### src/rtl/instruction_encoder_pkg.sv
// Shared types, field widths and micro-instruction encoders for instruction_encoder.
// The GO_PEND state exists only when INSTRUCTION_ENCODER_AUTO_GO_EN is defined.
package instruction_encoder_pkg;

  localparam int unsigned INSTR_W   = 32;
  localparam int unsigned WR_ADDR_W = 14;
  localparam int unsigned WR_DATA_W = 16;
  localparam int unsigned RD_ADDR_W = 14;

  typedef enum logic [1:0] {
    OP_WRITE        = 2'b00,
    OP_READ         = 2'b01,
    OP_GO           = 2'b10,
    CMD_WRITE_BURST = 2'b11
  } cmd_op_e;

  typedef enum logic [1:0] {
    StIdle,
    StBurst
`ifdef INSTRUCTION_ENCODER_AUTO_GO_EN
    , StGoPend
`endif
  } enc_state_e;

  function automatic logic [INSTR_W-1:0] enc_write(input logic [WR_ADDR_W-1:0] addr,
                                                   input logic [WR_DATA_W-1:0] data);
    return {OP_WRITE, addr, data};
  endfunction

  function automatic logic [INSTR_W-1:0] enc_read(input logic [RD_ADDR_W-1:0] start_addr,
                                                  input logic [RD_ADDR_W-1:0] end_addr);
    return {OP_READ, 1'b0, start_addr, 1'b0, end_addr};
  endfunction

  function automatic logic [INSTR_W-1:0] enc_go();
    return {OP_GO, 30'd0};
  endfunction

endpackage

### src/rtl/instr_fifo.sv
// Synchronous show-ahead FIFO: pop_data always shows the head entry.
// DEPTH must be a power of two so the pointers wrap naturally.
module instr_fifo #(
  parameter int unsigned WIDTH = 32,
  parameter int unsigned DEPTH = 4
) (
  input  logic                     clk,
  input  logic                     rst,
  input  logic                     push,
  input  logic [WIDTH-1:0]         push_data,
  input  logic                     pop,
  output logic [WIDTH-1:0]         pop_data,
  output logic                     full,
  output logic                     empty,
  output logic [$clog2(DEPTH):0]   count
);

  localparam int unsigned PtrW = $clog2(DEPTH);

  logic [WIDTH-1:0] mem_q [DEPTH];
  logic [PtrW-1:0]  wr_ptr_q, rd_ptr_q;
  logic [PtrW:0]    count_q;
  logic             do_push, do_pop;

  assign full    = (count_q == (PtrW + 1)'(DEPTH));
  assign empty   = (count_q == '0);
  assign do_push = push & ~full;
  assign do_pop  = pop & ~empty;

  always_ff @(posedge clk or posedge rst) begin
    if (rst) begin
      for (int i = 0; i < DEPTH; i++) mem_q[i] <= '0;
      wr_ptr_q <= '0;
      rd_ptr_q <= '0;
      count_q  <= '0;
    end else begin
      if (do_push) begin
        mem_q[wr_ptr_q] <= push_data;
        wr_ptr_q        <= wr_ptr_q + PtrW'(1);
      end
      if (do_pop) rd_ptr_q <= rd_ptr_q + PtrW'(1);
      if (do_push && !do_pop)      count_q <= count_q + (PtrW + 1)'(1);
      else if (!do_push && do_pop) count_q <= count_q - (PtrW + 1)'(1);
    end
  end

  assign pop_data = mem_q[rd_ptr_q];
  assign count    = count_q;

endmodule

### src/rtl/instruction_encoder.sv
// Encodes host commands into 32-bit micro-instructions and queues them for the decoder.
// Define INSTRUCTION_ENCODER_AUTO_GO_EN to follow every valid READ with an automatic GO.
module instruction_encoder
  import instruction_encoder_pkg::*;
#(
  parameter int unsigned BURST_LEN_W = 8,
  parameter int unsigned FIFO_DEPTH  = 4
) (
  input  logic                          clk,
  input  logic                          rst,
  input  logic                          cmd_valid,
  output logic                          cmd_ready,
  input  logic [1:0]                    cmd_op,
  input  logic [WR_ADDR_W-1:0]          cmd_addr,
  input  logic [RD_ADDR_W-1:0]          cmd_end_addr,
  input  logic [WR_DATA_W-1:0]          cmd_data,
  input  logic [BURST_LEN_W-1:0]        cmd_len,
  output logic                          instr_valid,
  input  logic                          instr_ready,
  output logic [INSTR_W-1:0]            instr,
  output logic                          cmd_err,
  output logic                          busy,
  output logic [$clog2(FIFO_DEPTH):0]   fifo_count
);

  enc_state_e             state_q, state_d;
  logic [WR_ADDR_W-1:0]   burst_addr_q, burst_addr_d;
  logic [BURST_LEN_W-1:0] remain_q, remain_d;
  logic                   err_q, err_d;
  logic                   ready_en_q;
  logic                   accept, push, fifo_full, fifo_empty;
  logic [INSTR_W-1:0]     push_data;

  assign accept = cmd_valid & cmd_ready;

  // ready_en_q holds cmd_ready low until the first clock after reset release
  always_ff @(posedge clk or posedge rst) begin
    if (rst) begin
      state_q      <= StIdle;
      burst_addr_q <= '0;
      remain_q     <= '0;
      err_q        <= 1'b0;
      ready_en_q   <= 1'b0;
    end else begin
      state_q      <= state_d;
      burst_addr_q <= burst_addr_d;
      remain_q     <= remain_d;
      err_q        <= err_d;
      ready_en_q   <= 1'b1;
    end
  end

  always_comb begin
    state_d      = state_q;
    burst_addr_d = burst_addr_q;
    remain_d     = remain_q;
    err_d        = 1'b0;
    push         = 1'b0;
    push_data    = '0;
    unique case (state_q)
      StIdle: begin
        if (accept) begin
          unique case (cmd_op_e'(cmd_op))
            OP_WRITE: begin
              push      = 1'b1;
              push_data = enc_write(cmd_addr, cmd_data);
            end
            OP_GO: begin
              push      = 1'b1;
              push_data = enc_go();
            end
            OP_READ: begin
              if (cmd_end_addr >= cmd_addr) begin
                push      = 1'b1;
                push_data = enc_read(cmd_addr, cmd_end_addr);
`ifdef INSTRUCTION_ENCODER_AUTO_GO_EN
                state_d   = StGoPend;
`endif
              end else begin
                err_d = 1'b1;
              end
            end
            CMD_WRITE_BURST: begin
              if (cmd_len == '0) begin
                err_d = 1'b1;
              end else begin
                push      = 1'b1;
                push_data = enc_write(cmd_addr, cmd_data);
                if (cmd_len != BURST_LEN_W'(1)) begin
                  burst_addr_d = cmd_addr + WR_ADDR_W'(1);
                  remain_d     = cmd_len - BURST_LEN_W'(1);
                  state_d      = StBurst;
                end
              end
            end
            default: ;
          endcase
        end
      end
      StBurst: begin
        // only cmd_data is meaningful on burst beats; address wraps modulo 2^14
        if (accept) begin
          push         = 1'b1;
          push_data    = enc_write(burst_addr_q, cmd_data);
          burst_addr_d = burst_addr_q + WR_ADDR_W'(1);
          remain_d     = remain_q - BURST_LEN_W'(1);
          if (remain_q == BURST_LEN_W'(1)) state_d = StIdle;
        end
      end
`ifdef INSTRUCTION_ENCODER_AUTO_GO_EN
      StGoPend: begin
        if (!fifo_full) begin
          push      = 1'b1;
          push_data = enc_go();
          state_d   = StIdle;
        end
      end
`endif
      default: state_d = StIdle;
    endcase
  end

  always_comb begin
    cmd_ready   = ready_en_q & ~fifo_full & ((state_q == StIdle) | (state_q == StBurst));
    busy        = (state_q != StIdle) | ~fifo_empty;
    cmd_err     = err_q;
    instr_valid = ~fifo_empty;
  end

  instr_fifo #(
    .WIDTH (INSTR_W),
    .DEPTH (FIFO_DEPTH)
  ) u_fifo (
    .clk       (clk),
    .rst       (rst),
    .push      (push),
    .push_data (push_data),
    .pop       (instr_valid & instr_ready),
    .pop_data  (instr),
    .full      (fifo_full),
    .empty     (fifo_empty),
    .count     (fifo_count)
  );

endmodule

### config.mk
export PLATFORM = sky130hd
export DESIGN_NAME = instruction_encoder
export DESIGN_NICKNAME = d
export VERILOG_FILES = /design/src/rtl/instruction_encoder_pkg.sv /design/src/rtl/instr_fifo.sv /design/src/rtl/instruction_encoder.sv
export SDC_FILE = /design/constraint.sdc
export NUM_CORES = 1
export LEC_CHECK = 0
export ABC_AREA = 0
export BUFFER_PORTS_ARGS = -buffer_cell sky130_fd_sc_hd__buf_2
export CORE_MARGIN = 2
export CORE_UTILIZATION = 59
export DETAILED_ROUTE_END_ITERATION = 6
export PLACE_DENSITY_LB_ADDON = 0.12
export SETUP_SLACK_MARGIN = 0.05
export SLEW_MARGIN = 5
export SYNTH_ARGS = -nofsm -noshare
export SYNTH_HDL_FRONTEND = slang
export SYNTH_SLANG_ARGS = --single-unit
### constraint.sdc
create_clock -name clk -period 6.4 [get_ports clk]
set_clock_uncertainty 0.15 [all_clocks]
set_input_delay 0.32 -clock clk [delete_from_list [all_inputs] [get_ports clk]]
set_output_delay 0.32 -clock clk [all_outputs]
set_load 0.01 [all_outputs]
==> Yosys cells after proc, flatten, opt, wreduce, memory -nomap -nowiden <==
Index checks and enable logic that the tools add are counted.
{ "totals": {"reg_bits": 161, "in_bits": 58, "out_inout_bits": 39, "elab_cells": 108} }
{ "classes": {"n_addsub": 8, "order_cmp": 4, "eq_ne": 13, "n_mux": 44, "bitwise": 12, "reduce_logical": 15} }
{ "op_table": {"columns": ["op", "count"], "rows": [
  ["128-bit bitwise mux", 1],
  ["32-bit two-way mux", 4],
  ["32-bit case mux with 4 select lines", 1],
  ["14-bit two-way mux", 5],
  ["32-bit binary-select mux with 2-bit select", 1],
  ["32-bit demux with 2-bit select", 1],
  ["32-bit case mux with 2 select lines", 1],
  ["30-bit two-way mux", 2],
  ["8-bit two-way mux", 5],
  ["31-bit two-way mux", 1],
  ["14-bit by 1-bit adder with 14-bit output (second input constant)", 2],
  ["14-bit case mux with 2 select lines", 1],
  ["8-bit case mux with 2 select lines", 1],
  ["8-bit by 1-bit subtractor with 8-bit output (second input constant)", 2],
  ["14-bit >= comparator", 1],
  ["2-bit two-way mux", 6],
  ["6-bit AND reduction", 2],
  ["2-bit != test (second input constant)", 5],
  ["8-bit by 1-bit equality test with 1-bit output (second input constant)", 1],
  ["8-bit zero test", 1],
  ["1-bit two-way mux", 8],
  ["8-bit by 1-bit != test with 1-bit output (second input constant)", 1],
  ["1-bit bitwise AND", 6],
  ["3-bit >= comparator (second input constant)", 2],
  ["21 further kinds", 35]
]} }

==> Depth between registers and ports, before layout <==
Gate-level depths: netlist of the first run.
{ "logic_depth": {"word_depth": 12, "mapped_depth": 14, "depth_no_buf": 13} }

==> By module <==
From an unflattened synthesis of the first run, not the netlist that was laid out.
{ "hier_totals": {"hier_cells": 709, "hier_area_um2": 8926.1} }
{ "by_module_without_submodules": {"columns": ["mod", "n_inst", "cells_each", "area_each_um2", "seq_area_each_um2"], "rows": [
  ["instr_fifo", 1, 347, 5964.5, 3378.2],
  ["instruction_encoder", 1, 362, 2961.6, 625.6]
]} }

==> Worst setup path before layout of the first run <==
No wires, ideal clock.
{ "synth_path": {"path_type": "input-to-reg", "startpoint": "in cmd_addr[8]", "endpoint": "reg u_fifo.count_q[1], in the netlist u_fifo.count[1]", "setup_time_ns": 0.125, "t_arrival_ns": 2.773, "required_time_ns": 6.125, "setup_slack_ns": 3.352, "stages": 12, "n_path_buf": 2, "path_cell_list": "clkbuf_1 > inv_1 > ha_1 > a21o_1 > a221o_1 > a211oi_4 > buf_6 > nor2b_1 > ha_1 > inv_1 > fa_1 > mux2_2"} }
{ "synth_via": {"elab_chain_len": 9, "elab_cells_between_ends": 11, "cone_classes": "order compare: 1; mux: 5; bitwise: 1; reduce/logical: 4"} }
{ "synth_lines": {"columns": ["element", "line_no", "rtl"], "rows": [
  ["start, declared", "instruction_encoder.sv:14", "input logic [WR_ADDR_W-1:0] cmd_addr,"],
  ["14-bit >= comparator *", "instruction_encoder.sv:73", "if (cmd_end_addr >= cmd_addr) begin"],
  ["1-bit two-way mux *", "instruction_encoder.sv:73", null],
  ["1-bit case mux with 3 select lines *", "instruction_encoder.sv:63", "unique case (cmd_op_e'(cmd_op))"],
  ["1-bit two-way mux *", "instruction_encoder.sv:62", "if (accept) begin"],
  ["1-bit case mux with 2 select lines *", "instruction_encoder.sv:60", "unique case (state_q)"],
  ["1-bit bitwise AND *", "instr_fifo.sv:27", "assign do_push = push & ~full;"],
  ["named net u_fifo.do_push", "instr_fifo.sv:23", "logic do_push, do_pop;"],
  ["1-bit zero test", "instr_fifo.sv:43", "else if (!do_push && do_pop) count_q <= count_q - (PtrW + 1)'(1);"],
  ["1-bit logical AND", "instr_fifo.sv:43", null],
  ["2-bit nonzero test (no source line)", null, null],
  ["end signal, assigned", "instr_fifo.sv:42", "if (do_push && !do_pop) count_q <= count_q + (PtrW + 1)'(1);"],
  ["end signal, assigned", "instr_fifo.sv:43", null],
  ["end, declared", "instr_fifo.sv:22", "logic [PtrW:0] count_q;"]
]} }
The timed path passes the listed nets; every way through them passes the cells marked *.
A chain may end at the register's enable or synchronous reset.

==> Worst setup path after layout of the first run <==
{ "layout_path": {"startpoint": "reg state_q[0]", "endpoint": "reg u_fifo.count_q[2], in the netlist u_fifo.count[2]"} }
{ "layout_via": {"elab_chain_len": 10, "elab_cells_between_ends": 14, "cone_classes": "eq/ne: 1; mux: 4; bitwise: 4; reduce/logical: 5"} }
{ "layout_lines": {"columns": ["element", "line_no", "rtl"], "rows": [
  ["start, declared", "instruction_encoder.sv:26", "enc_state_e state_q, state_d;"],
  ["start signal, assigned", "instruction_encoder.sv:39", "state_q <= StIdle;"],
  ["start signal, assigned", "instruction_encoder.sv:45", "state_q <= state_d;"],
  ["2-bit by 1-bit equality test with 1-bit output / 2-bit zero test (equally long branches)", "instruction_encoder.sv:60, instruction_encoder.sv:124", null],
  ["1-bit bitwise OR", "instruction_encoder.sv:124", "cmd_ready = ready_en_q & ~fifo_full & ((state_q == StIdle) | (state_q == StBurst));"],
  ["1-bit bitwise AND", "instruction_encoder.sv:124", null],
  ["1-bit bitwise AND", "instruction_encoder.sv:34", "assign accept = cmd_valid & cmd_ready;"],
  ["1-bit two-way mux (on tied branches)", "instruction_encoder.sv:102, instruction_encoder.sv:62", null],
  ["1-bit case mux with 2 select lines *", "instruction_encoder.sv:60", null],
  ["1-bit bitwise AND *", "instr_fifo.sv:27", null],
  ["named net u_fifo.do_push", "instr_fifo.sv:23", null],
  ["1-bit zero test", "instr_fifo.sv:43", null],
  ["1-bit logical AND", "instr_fifo.sv:43", null],
  ["2-bit nonzero test (no source line)", null, null]
]} }
Marks and branches as above.

==> results of run 1 <==
-- area by class of cell --
type / instances / area share (%)
Multi-Input combinational cell: 566 / 44.52
Sequential cell: 160 / 39.68
Timing Repair Buffer: 111 / 5.898
Clock buffer: 17 / 4.213
Clock inverter: 15 / 2.429
Tap cell: 184 / 2.280
Inverter: 25 / 0.9789
-- registers in the layout (all words and copies together), names as in the netlist --
signal,count
u_fifo.mem_q,128
cmd_err,1
u_fifo.wr_ptr_q,2
u_fifo.rd_ptr_q,2
u_fifo.count,3
remain_q,8
state_q,1
burst_addr_q,14
ready_en_q,1
-- stage by stage --
stage,cells,worst slack (ps)
5_1_grt,1078,2397
3_3_place_gp,1045,2874
3_5_place_dp,1045,2734
4_1_cts,1078,2709
2_1_floorplan,811,1610
6_report,1078,2679
-- path summary, 6_finish.rpt --
| check | to | slack [ps] | cells past startpoint |
|---|---|---|---|
| max | u_fifo.count[2] | 2680 | 11 |
| min | u_fifo.rd_ptr_q[0] | 40 | 3 |
| max reg2reg | u_fifo.count[2] | 2680 | 11 |
| min reg2reg | u_fifo.mem_q[62] | 330 | 1 |
| max in group asynchronous | u_fifo.rd_ptr_q[0] | 4260 | 4 |
| min in group asynchronous | burst_addr_q[9] | 520 | 3 |
-- power by group --
part           internal, W  switching (W)
Clock             0.000707       0.000447
Combinational     0.000753       0.000830
Sequential         0.00143       0.000334
-- cell usage in the layout (no fill, tap or decap), drive strengths merged, types with 15 or more instances in the layout --
| cell | instances |
|---|---|
| dfrtp | 160 |
| nand2 | 55 |
| mux2i | 15 |
| mux4 | 32 |
| ha | 25 |
| buf | 110 |
| a21oi | 27 |
| mux2 | 92 |
| nor2 | 30 |
| clkbuf | 17 |
| nand3 | 61 |
| inv | 32 |
| o21ai | 113 |
-- worst max-delay path: cells and delay by family (launching register included) --
family                     cells  cell delay (ps)
DFF                            1             1000
and+or+nand+nor                3              650
AOI/OAI and AO/OA              1               40
xor gates and xnor gates       2              340
buffers and inverters          3              820
adders and majority gates      2              610
-- routing by layer --
| metal | part of all wire (%) | wire length, um |
|---|---|---|
| met1 | 41 | 9656 |
| met5 | 0 | 0 |
| met4 | 2.7 | 624 |
| met2 | 48 | 11300 |
| met3 | 7.4 | 1736 |
-- synthesized netlist by cell type (2+ instances only) --
cell type,number
and3_1,4
o21ai_0,106
inv_1,25
o211a_1,8
clkbuf_1,33
mux2_2,46
o31ai_1,8
o21a_1,2
a21oi_1,25
buf_6,9
o211ai_1,4
nand3b_1,3
a31oi_1,3
mux2i_1,15
nor2_1,27
a21oi_2,2
dfrtp_1,160
o2bb2ai_1,4
a22o_1,4
buf_2,13
xnor2_1,7
nand2_1,55
mux4_2,32
ha_1,25
or3_1,2
and2_1,2
mux2_1,46
nor2b_1,5
nand3_1,61
buf_1,5
nand4_1,2
nor3_1,4
or2_2,7
xor2_1,9
a211o_1,2
nand2b_1,5
a21o_1,3
nor2_2,3
o22ai_1,5
o21ai_1,7
a32o_1,3
-- cells by family (layout without fill, tap and decap cells) --
logic type,Yosys count,in the layout,share of synthesized area [%]
DFF,160,160,45.01
adders and majority gates,26,26,3.742
buffers and inverters,85,168,4.530
and+or+nand+nor,187,187,10.27
muxes,139,139,21.44
xor gates and xnor gates,16,16,1.576
AOI/OAI and AO/OA,197,197,13.39
other,1,1,0.04216
==> run metrics, run 1 <==
min Tclk post-route 3721 ps; Max stage delay on crit path 1000 ps; CP Capture Type flop; Syn Nets around 900; post-synth top area cell dfrtp_1; Layout fillers 1078; die outline width 126.8 um; Pwr Total roughly 0.0045 W; top cells by area, synth dfrtp_1 45%, mux4_2 8.1%, o21ai_0 6.0%; status complete, no violations; Initial Utilization 60.74%; clk slew on worst S/H paths 60 ps; worst-margin pin slew 1004 ps; sequential fraction of the synthesis area a little under half; Leak 4.685 nW; synth unique cells roughly 60; Ports 97; P per Cell Area 445.5 mW/mm^2; worst hold slack about 40 ps; total die area about 0.016 mm^2; FFs w/ async S/R, synth 100.0%; worst path cell trace buf_4 -> nand2b_1 -> a211oi_4 -> buf_4 -> nor2b_1 -> ha_1 -> inv_1 -> fa_1 -> xor2_1 -> nor2_1 -> xor2_1; post-route DRC violation count 0; Syn Inst Count 811; cts hold-fix bufs 1; vias between 6000 and 7000; grt met2 use 48.46%; Main synth FF type dfrtp_1; first-pass GRT wire length 37380 um; final setup violation count 0; Hold Crit Class input port to flop; area delta synth->final 13.52%; number of flops mapped to enable cells by yosys 0; average wire per standard cell between 20 and 25 um; max-slew violations 0; dpl hpwl 15820 um; grt ovf 0; footprint of the multi-input gates 0.004496 mm^2; WP data arrival 3930 ps; setup TNS 0 ps; max cap viols 0; WS Path Type flop to flop; Final Hold Fails 0; maximum clock frequency 0.2687 GHz; top cell type's share of synthesized area 45.01%; Top Usage Layer GRT met2; die height 126.8 um; # port buffers 96; #FFs+latches synth 160; Antenna Cells 0; Reg-to-Reg Start state_q[0]; final core occ 68.95%; cell area after layout around 0.010 mm^2; number of global-route vias before repair a little under 7000; placer congestion estimate around 0.9; hold_sp instr_ready; RSZ-0062 raised after global routing no; ANT nets after route 0; total CTS buffers 17; Rows 44; Tcrit/Tclk final 58.15%; via/cell ratio 6.479; Seq. cell area 0.004006 mm^2; met3 Resource Use GR 6.284%; # H-tree levels 4; Max-slew headroom 33.04%; initial antenna violation count 0; met1 usage 41.68%; Post-Route WL 23320 um; CTS resizes 0; fraction of layout cells with a size suffix above 1 26.96%; Slowest-stage cell, CP dfrtp_2; Pre-antenna DRT Iters 5; clk buf depth 2; Initial DRC Count roughly 650; post-synthesis instance area between 0.008 and 0.009 mm^2; Syn. warnings 0; crit path max fanout between 60 and 70; root buffer cell clkbuf_16; startpoint types flop; Cell Area, Placed 0.009417 mm^2; fin nets 965; post-CTS setup buffer count 0; Crit path required time 6610 ps; clock sink count 160; Tot GR Track Use just over 30%; TritonCTS clock tree yes; core footprint 0.01464 mm^2; crit path from state_q[0]; Post-Syn Area per Cell 10.97 um^2; VDD IR-drop max 0.2842 mV; Clk Latency, worst-skew pair 430 ps; largest net degree at the start of global routing approximately 110
No activity file was read; power rests on OpenSTA's default activity.
==> run 2: changes to the inputs <==
Settings changed: CORE_UTILIZATION 59 to 54.
Clock period 6.4 ns to 3.1 ns, I/O delays scaled along.
==> run 2 against run 1 <==
Against the previous run:
- the run now ends with DRC left
- die area rose by 9.0%
- via count fell by 1.6%
- core utilization fell by 4.4 points
- combinational power rose by 120%
- global-route usage fell by 2.9 points
- critical endpoint is now u_fifo.mem_q[65]
- highest routed layer unchanged
==> run metrics, run 2 (synthesis gave the netlist of run 1 again) <==
Slowest-stage cell, CP or3b_1; setup TNS 0 ps; Pre-antenna DRT Iters 7; Clk Latency, worst-skew pair 430 ps; violated checks DRC; area delta synth->final 16.18%; Rows 46; final setup violation count 0; clock sink count 160; Post-Route WL between 20000 and 25000 um; most common cell after layout, fill and taps aside dfrtp_1; WS Path Type flop to flop; ANT nets after route 0; Max stage delay on crit path around 460 ps; hold_sp cmd_addr[8]; Tot GR Track Use 27.48%; portion of total power attributed to sequential cells 39.0%; dpl hpwl 16210 um; sw frac 35.58%; largest net degree at the start of global routing 95; Psw 0.003277 W; fin nets 988; WHS Endpoint burst_addr_q[8]; total CTS buffers 17; average wire per standard cell 20.75 um; clk slew on worst S/H paths about 60 ps; Initial Utilization 55.59%; die height 132.3 um; Final Hold Fails 0; post-route DRC violation count 2; most frequent cells in the layout 158 x dfrtp_1, 106 x o21ai_0, 96 x buf_2; Critical R2R Capture u_fifo.mem_q[65]; worst-margin pin slew roughly 980 ps; grt ovf 0; root buffer cell clkbuf_16; # port buffers 96; clk buf depth 2; number of global-route vias before repair 7001; maximum clock frequency 0.3505 GHz; Hold Path Cell Cnt 4; VDD IR-drop max 0.6498 mV; worst path cell trace or3b_1 -> and3_1 -> buf_4 -> o21a_1 -> nand2_1 -> o21ai_0 -> mux2_1; max FFs per register 128; R2R setup slack 250 ps; total die area 0.01751 mm^2; min Tclk post-route 2853 ps; crit path max fanout 18; CTS resizes 0; CP delay by family, top simple AND/OR/NAND/NOR gates; first-pass GRT wire length approximately 38000 um; # H-tree levels 4; Comb pwr share 37.2%; Pint 0.005933 W; Tcrit/Tclk final 92.04%; max-slew violations 0; Top Registers u_fifo.mem_q: 128 flops, burst_addr_q: 14 flops, remain_q: 8 flops; max cap viols 0; P per Cell Area 891.3 mW/mm^2; Initial DRC Count 530; TritonCTS clock tree yes; WP data arrival 3010 ps; status complete, but fails checks; core footprint 0.01600 mm^2; vias between 6000 and 7000; startpoint types flop; fraction of layout cells with a size suffix above 1 between 20 and 30%; Max-slew headroom around a third; via/cell ratio ~6.1; Top reg by flops u_fifo.mem_q; Leak 4.774 nW; Crit path required time 3260 ps; die outline width 132.3 um; Reg-to-Reg Start u_fifo.count[0]; Clock Power Share 23.8%; Ports 97; initial antenna violation count 0; Critical path buffers and inverters 1; placer congestion estimate ~0.87; CP Capture Type flop; Hold Crit Class input port to flop; Pwr Total 0.009210 W; Antenna Cells 0; worst reg2reg path depth 7; RSZ-0062 raised after global routing no
-- run 2: changes by cell type in the layout (fill, tap and decap cells not counted) --
cell / before / now
clkbuf_8: 0 / 3
buf_12: 0 / 5
buf_4: 14 / 26
inv_6: 5 / 2
clkinvlp_4: 0 / 3
clkinv_4: 3 / 2
dlygate4sd3_1: 1 / 7
inv_8: 3 / 1
bufinv_16: 5 / 3
-- run 2: per-stage QoR --
stage / instances / area, um^2 / utilization (%) / hold slack, ps / setup WS, ps
finish: 1131 / 10330 / 64.58 / 18.40 / 246.8
global route: 1131 / 10330 / 64.58 / 28.32 / 108.5
CTS: 1131 / 10330 / 64.58 / 7.507 / 240.0
detailed placement: 1094 / 9646 / 60.28 / 42.12 / 57.32
global placement: 1094 / 9646 / 60.28 / 44.26 / 143.0
floorplan: 811 / 8899 / - / 158.2 / 217.2
-- run 2: how the worst max path moves through the flow --
stage	start	to	cells after the start
finish	u_fifo.count[0]	u_fifo.mem_q[65]	7
global route	u_fifo.count[0]	u_fifo.count[2]	10
CTS	u_fifo.count[0]	u_fifo.mem_q[65]	7
detailed placement	cmd_addr[13]	u_fifo.count[2]	14
global placement	cmd_addr[13]	u_fifo.count[2]	14
floorplan	cmd_addr[8]	u_fifo.count[1]	12
-- run 2: final cells by class --
type	instances	area (um^2)
multi-input cells	566	4496
repair buffers	134	845.8
well taps	216	270.3
fillers	1332	5667
clock inverters	10	151.4
clock buffers	20	466.7
flip-flops and latches	160	4006
inverters	25	97.59
-- run 2: worst reg2reg max path: cells and delay by family (launching register included) --
kind / cells / cell delay, ps
mux: 1 / 400
simple gates: 3 / 870
compound gates: 2 / 660
buf+inv: 1 / 200
flops: 1 / 450
-- run 2: power groups by stage --
stage / Combinational, W / Sequential, W / Clock, W
4_1_cts: 0.00344 / 0.00358 / 0.00222
5_1_grt: 0.00376 / 0.00371 / 0.00231
3_5_place_dp: 0.00340 / 0.00360 / 0
6_report: 0.00342 / 0.00359 / 0.00220
3_3_place_gp: 0.00329 / 0.00352 / 0
2_1_floorplan: 0.00254 / 0.00333 / 0
-- run 2: repair_timing --
| action | 4_1_cts | 5_1_grt |
|---|---|---|
| endpoints found under the hold margin | 25 | 0 |
| setup buffers | 0 | 0 |
| hold buffers | 7 | 0 |
-- run 2: per-layer routing --
metal,track usage (%),up-vias,part of all wire [%]
met4,5.615,0,0.83
met2,46.00,203,50
met3,5.729,19,5.8
met5,0,-,0
met1,37.37,3513,44
li1,-,3136,-
==> run 3: changes to the inputs <==
Settings changed: CELL_PAD_IN_SITES_DETAIL_PLACEMENT from default to 0, CELL_PAD_IN_SITES_GLOBAL_PLACEMENT from default to 1, CORE_UTILIZATION 54 to 43.
==> run 3 against run 2 <==
Against the previous run:
- the flow now finishes without violations
- clock power barely moved
- design area is 1.8% higher
- global-route usage down 4.3 points
- setup slack worse by 110 ps
- routed wire length is 5.5% higher
- sequential share of layout area decreased by 0.67 points
- sequential power down 1%
- non-clock buffer count is 9 higher
- critical endpoint is now u_fifo.count[1]
- largest cell class unchanged
==> run metrics, run 3 (synthesis gave the netlist of run 1 again) <==
VDD IR-drop max between 0.4 and 0.5 mV; fraction of layout cells with a size suffix above 1 28.83%; Top Usage Layer GRT met2; Tcrit/Tclk final 95.61%; die outline width 147.8 um; Post-Route WL roughly 25000 um; area delta synth->final 18.23%; startpoint types input port; min Tclk post-route 2964 ps; Tot GR Track Use 23.18%; Initial DRC Count 440; worst-margin pin slew 871.1 ps; total die area between 0.02 and 0.025 mm^2; largest net degree at the start of global routing 161; Hold Crit Class input port to flop; crit path max fanout 5; Crit path required time approximately 3300 ps; first-pass GRT wire length 39120 um; Initial Utilization 43.82%; total CTS buffers 17; met3 Resource Use GR approximately 3.9%; core footprint 0.02030 mm^2; WS Path Type input port to flop; maximum clock frequency 0.3374 GHz; vias 6930; clk buf depth 2; post-route DRC violation count 0; met1 usage about 33%; most frequent cells in the layout 158 x dfrtp_1, 105 x o21ai_0, 95 x buf_2; Pre-antenna DRT Iters 5; RSZ-0062 raised after global routing no; Seq. cell area 0.004006 mm^2; grt ovf 0; number of global-route vias before repair slightly above 7000; Ports 97; Final Hold Fails 0; Antenna Cells 0; Top reg by flops u_fifo.mem_q; max-slew violations 0; initial antenna violation count 0; # H-tree levels 4; Clk Latency, worst-skew pair 430 ps; clk slew on worst S/H paths roughly 70 ps; die height 147.8 um; ANT nets after route 0; status complete, no violations; root buffer cell clkbuf_16; setup TNS 0 ps; via/cell ratio 5.794; grt met2 use 37.09%; max cap viols 0; placer congestion estimate roughly 0.8; final setup violation count 0; Top Registers u_fifo.mem_q: 128 flops, burst_addr_q: 14 flops, remain_q: 8 flops; Max-slew headroom a little over two fifths; P per Cell Area 876.8 mW/mm^2; fin nets 997; average wire per standard cell 20.69 um; Layout fillers 1839; Rows between 50 and 60; footprint of the multi-input gates 0.004508 mm^2; TritonCTS clock tree yes; WP data arrival 3130 ps; final core occ 51.81%; # port buffers 96; Leak 4.826 nW; clock sink count 160; CP Capture Type flop; dpl hpwl roughly 17000 um; max FFs per register 128; most common cell after layout, fill and taps aside dfrtp_1
-- run 3: cell count changes in the layout (fill, tap and decap cells not counted), moves of 2 or more --
| cell | previous run | this run |
|---|---|---|
| buf_12 | 5 | 7 |
| buf_4 | 26 | 30 |
| bufinv_16 | 3 | 1 |
| clkbuf_8 | 3 | 0 |
| clkinv_8 | 0 | 3 |
| dlygate4sd3_1 | 7 | 10 |
| inv_6 | 2 | 4 |
| inv_8 | 1 | 3 |
-- run 3: final cells by class --
type	instances	area share, %
Clock buffer	17	4.045
Clock inverter	15	1.797
Inverter	25	0.9280
Multi-Input combinational cell	566	42.87
Sequential cell	160	38.10
Tap cell	270	3.212
Timing Repair Buffer	143	9.054
-- run 3: worst paths after layout --
check | depth (start not counted) | from | end | slack [ps]
min in group asynchronous | 4 | rst | remain_q[6] | 370
worst max register to register | 7 | u_fifo.count[0] | u_fifo.mem_q[34] | 370
worst min-delay path | 4 | cmd_len[7] | remain_q[7] | 20
max in group asynchronous | 4 | rst | u_fifo.rd_ptr_q[0] | 1760
worst max-delay path | 12 | cmd_addr[10] | u_fifo.count[1] | 140
worst min register to register | 1 | u_fifo.mem_q[38] | u_fifo.mem_q[38] | 330
-- run 3: worst max-delay path, cell delays in order --
cell and delay (ps):
dlygate4sd3_1 530, buf_2 170, inv_1 100, ha_1 290, and4_1 190, a221o_1 370, a211oi_4 290, nor2b_2 90
ha_1 210, inv_1 70, fa_1 400, mux2_2 270
-- run 3: timing repair --
item | CTS | global route
setup endpoints to repair | 0 | 127
hold buffers | 10 | 0
buffers inserted | 0 | 2
resized for setup | 0 | 7
endpoints found under the hold margin | 173 | 0
-- run 3: power breakdown --
group          switching (W)  internal [W]
clock                0.00101       0.00117
sequential          0.000597       0.00294
combinational        0.00183       0.00167
-- run 3: per-layer routing --
layer  part of all wire [%]  wire [um]  vias up
met2                     48      11920      202
met4                   0.99        246        0
met5                      0          0        -
met1                     46      11330     3539
li1                       -          -     3164
met3                    5.1       1251       25
-- run 3: metrics by stage --
stage | cell area (um^2) | std cells | setup WS, ps | power [W] | hold slack, ps
finish | 10520 | 1196 | 136.2 | 0.009221 | 16.44
global route | 10520 | 1196 | 41.51 | 0.009817 | 14.13
CTS | 10480 | 1194 | 71.18 | 0.009275 | 4.698
detailed placement | 9768 | 1152 | 122.8 | 0.007073 | 318.6
global placement | 9768 | 1152 | 172.5 | 0.006894 | 311.6
floorplan | 8899 | 811 | 217.2 | 0.005867 | 158.2
